`src/rtl/decode_stage_elastic_reg.sv`:
```
// Decode-to-execute elastic pipeline register.
// A main entry drives the _E outputs and a skid entry absorbs the one extra
// instruction that decode can send after execute stalls. ready_D comes
// straight from a flop, so there is no combinational path from ready_E
// back to ready_D. Bubbles always carry zero ALU op and zero control.
// Optional macro DECODE_STAGE_PERF_EN adds saturating stall and bubble
// counters.
module decode_stage_elastic_reg #(
  parameter int DATA_W   = 32,
  parameter int REG_ID_W = 5,
  parameter int ALU_OP_W = 4,
  parameter int CTRL_W   = 5
) (
  input  logic                clock,
  input  logic                reset_n,
  input  logic                flush,
  input  logic                valid_D,
  output logic                ready_D,
  input  logic [DATA_W-1:0]   reg_rs_value_D,
  input  logic [DATA_W-1:0]   reg_rt_value_D,
  input  logic [DATA_W-1:0]   immediate_D,
  input  logic [REG_ID_W-1:0] reg_rs_id_D,
  input  logic [REG_ID_W-1:0] reg_rt_id_D,
  input  logic [REG_ID_W-1:0] reg_rd_id_D,
  input  logic [REG_ID_W-1:0] shamt_D,
  input  logic [ALU_OP_W-1:0] alu_op_D,
  input  logic [CTRL_W-1:0]   ctrl_D,
  output logic                valid_E,
  input  logic                ready_E,
  output logic [DATA_W-1:0]   reg_rs_value_E,
  output logic [DATA_W-1:0]   reg_rt_value_E,
  output logic [DATA_W-1:0]   immediate_E,
  output logic [REG_ID_W-1:0] reg_rs_id_E,
  output logic [REG_ID_W-1:0] reg_rt_id_E,
  output logic [REG_ID_W-1:0] reg_rd_id_E,
  output logic [REG_ID_W-1:0] shamt_E,
  output logic [ALU_OP_W-1:0] alu_op_E,
  output logic [CTRL_W-1:0]   ctrl_E
`ifdef DECODE_STAGE_PERF_EN
  ,
  output logic [31:0]         stall_count,
  output logic [31:0]         bubble_count
`endif
);

  // Payload is packed with alu_op and ctrl in the low bits so bubbles can
  // clear just that slice.
  localparam int OPS_W = ALU_OP_W + CTRL_W;
  localparam int PAY_W = 3 * DATA_W + 4 * REG_ID_W + OPS_W;

  logic [PAY_W-1:0] pay_in;
  logic [PAY_W-1:0] main_pay_q, main_pay_d;
  logic [PAY_W-1:0] skid_pay_q, skid_pay_d;
  logic             main_valid_q, main_valid_d;
  logic             skid_valid_q, skid_valid_d;
  logic             accept_d;
  logic             take_e;

  assign pay_in = {reg_rs_value_D, reg_rt_value_D, immediate_D,
                   reg_rs_id_D, reg_rt_id_D, reg_rd_id_D, shamt_D,
                   alu_op_D, ctrl_D};

  assign ready_D  = ~skid_valid_q;
  assign valid_E  = main_valid_q;
  assign accept_d = valid_D & ready_D;
  assign take_e   = main_valid_q & ready_E;

  assign {reg_rs_value_E, reg_rt_value_E, immediate_E,
          reg_rs_id_E, reg_rt_id_E, reg_rd_id_E, shamt_E,
          alu_op_E, ctrl_E} = main_pay_q;

  // Next-state for main and skid entries; flush overrides every transfer.
  always_comb begin
    main_pay_d   = main_pay_q;
    skid_pay_d   = skid_pay_q;
    main_valid_d = main_valid_q;
    skid_valid_d = skid_valid_q;
    if (flush) begin
      main_valid_d             = 1'b0;
      skid_valid_d             = 1'b0;
      main_pay_d[OPS_W-1:0]    = '0;
    end else if (!main_valid_q || take_e) begin
      if (skid_valid_q) begin
        // ready_D is low here, so decode cannot be accepting this cycle.
        main_pay_d   = skid_pay_q;
        main_valid_d = 1'b1;
        skid_valid_d = 1'b0;
      end else if (accept_d) begin
        main_pay_d   = pay_in;
        main_valid_d = 1'b1;
      end else begin
        main_valid_d          = 1'b0;
        main_pay_d[OPS_W-1:0] = '0;
      end
    end else if (accept_d) begin
      // Execute stalled with main full: park the new instruction in skid.
      skid_pay_d   = pay_in;
      skid_valid_d = 1'b1;
    end
  end

  // Entry storage with asynchronous clear.
  always_ff @(posedge clock or negedge reset_n) begin
    if (!reset_n) begin
      main_pay_q   <= '0;
      skid_pay_q   <= '0;
      main_valid_q <= 1'b0;
      skid_valid_q <= 1'b0;
    end else begin
      main_pay_q   <= main_pay_d;
      skid_pay_q   <= skid_pay_d;
      main_valid_q <= main_valid_d;
      skid_valid_q <= skid_valid_d;
    end
  end

`ifdef DECODE_STAGE_PERF_EN
  // Saturating stall/bubble counters; flush does not touch them.
  always_ff @(posedge clock or negedge reset_n) begin
    if (!reset_n) begin
      stall_count  <= 32'd0;
      bubble_count <= 32'd0;
    end else begin
      if (main_valid_q && !ready_E && stall_count != 32'hFFFF_FFFF)
        stall_count <= stall_count + 32'd1;
      if (!main_valid_q && bubble_count != 32'hFFFF_FFFF)
        bubble_count <= bubble_count + 32'd1;
    end
  end
`endif

endmodule

```
`config.mk`:
```
export PLATFORM = sky130hd
export DESIGN_NAME = decode_stage_elastic_reg
export DESIGN_NICKNAME = d
export VERILOG_FILES = /design/src/rtl/decode_stage_elastic_reg.sv
export SDC_FILE = /design/constraint.sdc
export NUM_CORES = 1
export LEC_CHECK = 0
export CORE_ASPECT_RATIO = 2
export CORE_UTILIZATION = 54
export CTS_CLUSTER_DIAMETER = 150
export DETAILED_ROUTE_END_ITERATION = 12
export PLACE_DENSITY = 0.85
export REMOVE_ABC_BUFFERS = 1
export SLEW_MARGIN = 0
export SYNTH_ARGS = -nofsm -noshare
export SYNTH_HDL_FRONTEND = slang
export SYNTH_SLANG_ARGS = --single-unit
```
`constraint.sdc`:
```
create_clock -name clock -period 3.95 [get_ports clock]
set_clock_uncertainty 0.05 [all_clocks]
set_input_delay 0.79 -clock clock [delete_from_list [all_inputs] [get_ports clock]]
set_output_delay 0.79 -clock clock [all_outputs]
set_load 0.01 [all_outputs]
```
==> results.cfg <==
[timing]
crit_path_time_final_ps = 2720
rsz_0062_raised_after_global_routing = no
final_setup_violating_endpoints = 0
maximum_clock_rate_ghz = 0.3677
slew-limit-headroom_pct = 43.02
worst_slew_pin_slew_ps = 854.6
drv_slew = 0
final-hold-violation-count = 0
final.period_utilization_pct = 68.85

[power_and_ir_drop]
p_int_mw = 5.531
sequentialPowerShare_pct = 47.3
vdd_ir_drop_max_v = 0.0004522
pwr-share-comb_pct = 23.0
clockPowerShare_pct = 29.7
power-per-cell-area_nw_per_um2 = 509.6
total_leakage_power_nw = 6.207
reported_net_switching_power_mw = 1.870
power.switching_fraction_pct = 25.27

[detailed_routing]
vias_after_detailed_routing = 6603
detail_route.wirelength_um = 24800
drt-wirelength-per-cell_um = 20.34
post_drt_via_cell_ratio = 5.417
number_of_design_rule_violations_left_by_the_first_detailed_router_iteration = 183
drtAntennaViolNets = 0
drc = 0
dr.pass1.iters = 4

[critical_path]
r2r_cells = 4
slowest_stage = sky130_fd_sc_hd__nor2b_1
cpPeakStageDelay_ps = 660
cp.required_ps = 4300
reg2reg_setup_slack_ps = 1530
cell_family_with_most_cp_delay = simple AND/OR/NAND/NOR gates
worstSetupPathType = in2reg
worstPathCellList = clkdlybuf4s50_1 -> nor2b_1 -> nand3b_1 -> buf_12 -> mux2_4
worstReg2RegStart = valid_E$_DFFE_PN0P_
path_buf_inv = 2
worstReg2RegEnd = skid_pay_q[76]$_DFFE_PN0P_
worst_setup_path_end_kind = flop
critical_path_source_type = input pin
worst-endpoint-arrival_ps = 3070
largest_fanout_on_the_critical_path = 119

[floorplan]
floorplan_core_area_um2 = 19910
ioPinCount = 257
rows = 73
die-height_um = 203.8
floorplan.initialDensity_pct = 55.22
die-width_um = 102.9
die_area_um2 = 20970

[clock_network]
number_of_buffers_between_clock_root_and_the_deepest_sink = 3
clock_tree.root_cell = sky130_fd_sc_hd__clkbuf_16
ctsHtreeMaxLevel = 1
cts_hold_repair.buffers = 0
cts-buffers-inserted = 23
post_cts_buffers = 0
cts-resized-gates = 0
count_of_clock_tree_sinks = 252
tritoncts = yes
worstSkewPairLatency_ps = 520
cts.clk_slew.worst_paths_ps = 70

[cells_and_area]
finalNetCount = 1066
design_area_um2 = 14520
utilization_pct = 72.94
layout-drive-gt1-share_pct = 42.90
areaGrowthSynthToFinish_pct = 32.09
mostFrequentLayoutCell = sky130_fd_sc_hd__mux2_2
most-common-layout-cells = sky130_fd_sc_hd__mux2_2 (307), sky130_fd_sc_hd__clkdlybuf4s50_1 (255), sky130_fd_sc_hd__dfrtp_1 (251)

[place]
post_place_instance_area_um2 = 13770
port_buffers = 256
gpl.final_weighted_congestion = 0.8112
detailed_place_hpwl_um = 16470

[flow_run]
maxCapViolations = 0

[yosys]
synth_seq_area_share_pct = 57.36
yosys_register_bits = 252
synth.avg_cell_area_um2 = 15.96
synthDistinctLibCells = 18
synth_warnings = 0
synthesis.instances = 689
netlist_area_um2 = 10990

[min_path]
holdCritPathClass = in2async

[global_route]
grt_pass1_wl_um = 38000
total_gr_overflow = 0
grt_usage_pct = 24.06
grt_max_degree = 120
via_count_of_the_first_global_routing_pass = 7258
antenna_found_initial = 5

[outcome]
run_status = finished, final reports clean
==> cell families after synthesis <==
kind of cell / count (synthesis) / share of synthesized area (%)
mux: 357 / 38.27
flops: 252 / 57.36
buf+inv: 45 / 2.390
simple gates: 24 / 1.093
compound gates: 11 / 0.8877
==> Yosys cell counts <==
cell type / n / area [um2]
sky130_fd_sc_hd__nor2_4: 1 / 11.26
sky130_fd_sc_hd__nor2b_1: 2 / 12.51
sky130_fd_sc_hd__nor3_1: 9 / 45.04
sky130_fd_sc_hd__nand3b_1: 1 / 7.510
sky130_fd_sc_hd__mux2_4: 50 / 750.7
sky130_fd_sc_hd__buf_2: 24 / 120.1
sky130_fd_sc_hd__buf_6: 6 / 67.56
sky130_fd_sc_hd__nand2b_1: 1 / 6.260
sky130_fd_sc_hd__o21bai_1: 1 / 7.510
sky130_fd_sc_hd__dfrtp_1: 252 / 6306
sky130_fd_sc_hd__inv_1: 1 / 3.750
sky130_fd_sc_hd__clkbuf_1: 7 / 26.28
sky130_fd_sc_hd__mux2_2: 307 / 3457
sky130_fd_sc_hd__nor2_1: 10 / 37.54
sky130_fd_sc_hd__buf_4: 5 / 37.54
sky130_fd_sc_hd__o21bai_2: 1 / 11.26
sky130_fd_sc_hd__buf_1: 2 / 7.510
sky130_fd_sc_hd__a221oi_1: 9 / 78.83
==> power groups by stage <==
stage | Clock, mW | Sequential, mW | Combinational [mW]
floorplan | 0 | 3.58 | 0.778
global placement | 0 | 3.50 | 1.67
detailed placement | 0 | 3.53 | 1.72
CTS | 2.26 | 3.50 | 1.73
global route | 2.35 | 3.57 | 1.82
finish | 2.20 | 3.50 | 1.70
==> worst register-to-register path, delay by kind of cell (launching register included) <==
| family | cells | cell delay (ps) |
|---|---|---|
| multiplexers | 1 | 540 |
| flip-flops | 1 | 370 |
| buffers and inverters | 1 | 360 |
| AND/OR/NAND/NOR | 2 | 1000 |
==> sequential cells by signal (all words and copies together), names as in the netlist <==
| signal | cells |
|---|---|
| main_pay_q | 125 |
| skid_pay_q | 125 |
| skid_valid_q | 1 |
| valid_E | 1 |
==> layer usage <==
| metal | up-vias | wire [um] | global-route usage, % |
|---|---|---|---|
| li1 | 2973 | - | - |
| met1 | 3366 | 8453 | 24.66 |
| met2 | 194 | 13870 | 43.95 |
| met3 | 70 | 1123 | 4.044 |
| met4 | 0 | 1355 | 14.84 |
| met5 | - | 0 | 0 |
==> how the worst max path moves through the flow <==
stage	from	end	slack (ps)	cells past startpoint
after global routing	ready_E	skid_pay_q[103]$_DFFE_PN0P_	1150	5
after detailed placement	ready_E	skid_pay_q[96]$_DFFE_PN0P_	760	5
after global placement	ready_E	skid_pay_q[81]$_DFFE_PN0P_	790	5
after floorplan	skid_valid_q$_DFFE_PN0P_	skid_pay_q[0]$_DFFE_PN0P_	-3930	3
final	ready_E	skid_pay_q[76]$_DFFE_PN0P_	1230	5
after CTS	skid_valid_q$_DFFE_PN0P_	ready_D	1220	2
==> final cells by class <==
class / count / area [um2]
antenna: 6 / 15.01
timing repair buffer: 266 / 2705
clock buffer: 30 / 641.9
inverter: 1 / 3.754
sequential: 252 / 6310
tap: 262 / 327.8
fill: 1315 / 5389
multi-input combinational: 392 / 4425
clock inverter: 10 / 93.84
==> through the flow <==
stage | hold WS, ps | worst slack (ps) | std cells | TNS, ps | total power [mW]
global route | 380.4 | 1152 | 1219 | 0 | 7.738
floorplan | 424.0 | -3926 | 645 | -672420 | 4.354
detailed placement | 437.0 | 760.6 | 1173 | 0 | 5.250
finish | 319.5 | 1230 | 1219 | 0 | 7.401
CTS | 335.2 | 1219 | 1213 | 0 | 7.484
global placement | 431.9 | 793.7 | 1173 | 0 | 5.167
(Power assumes the default switching activity.)
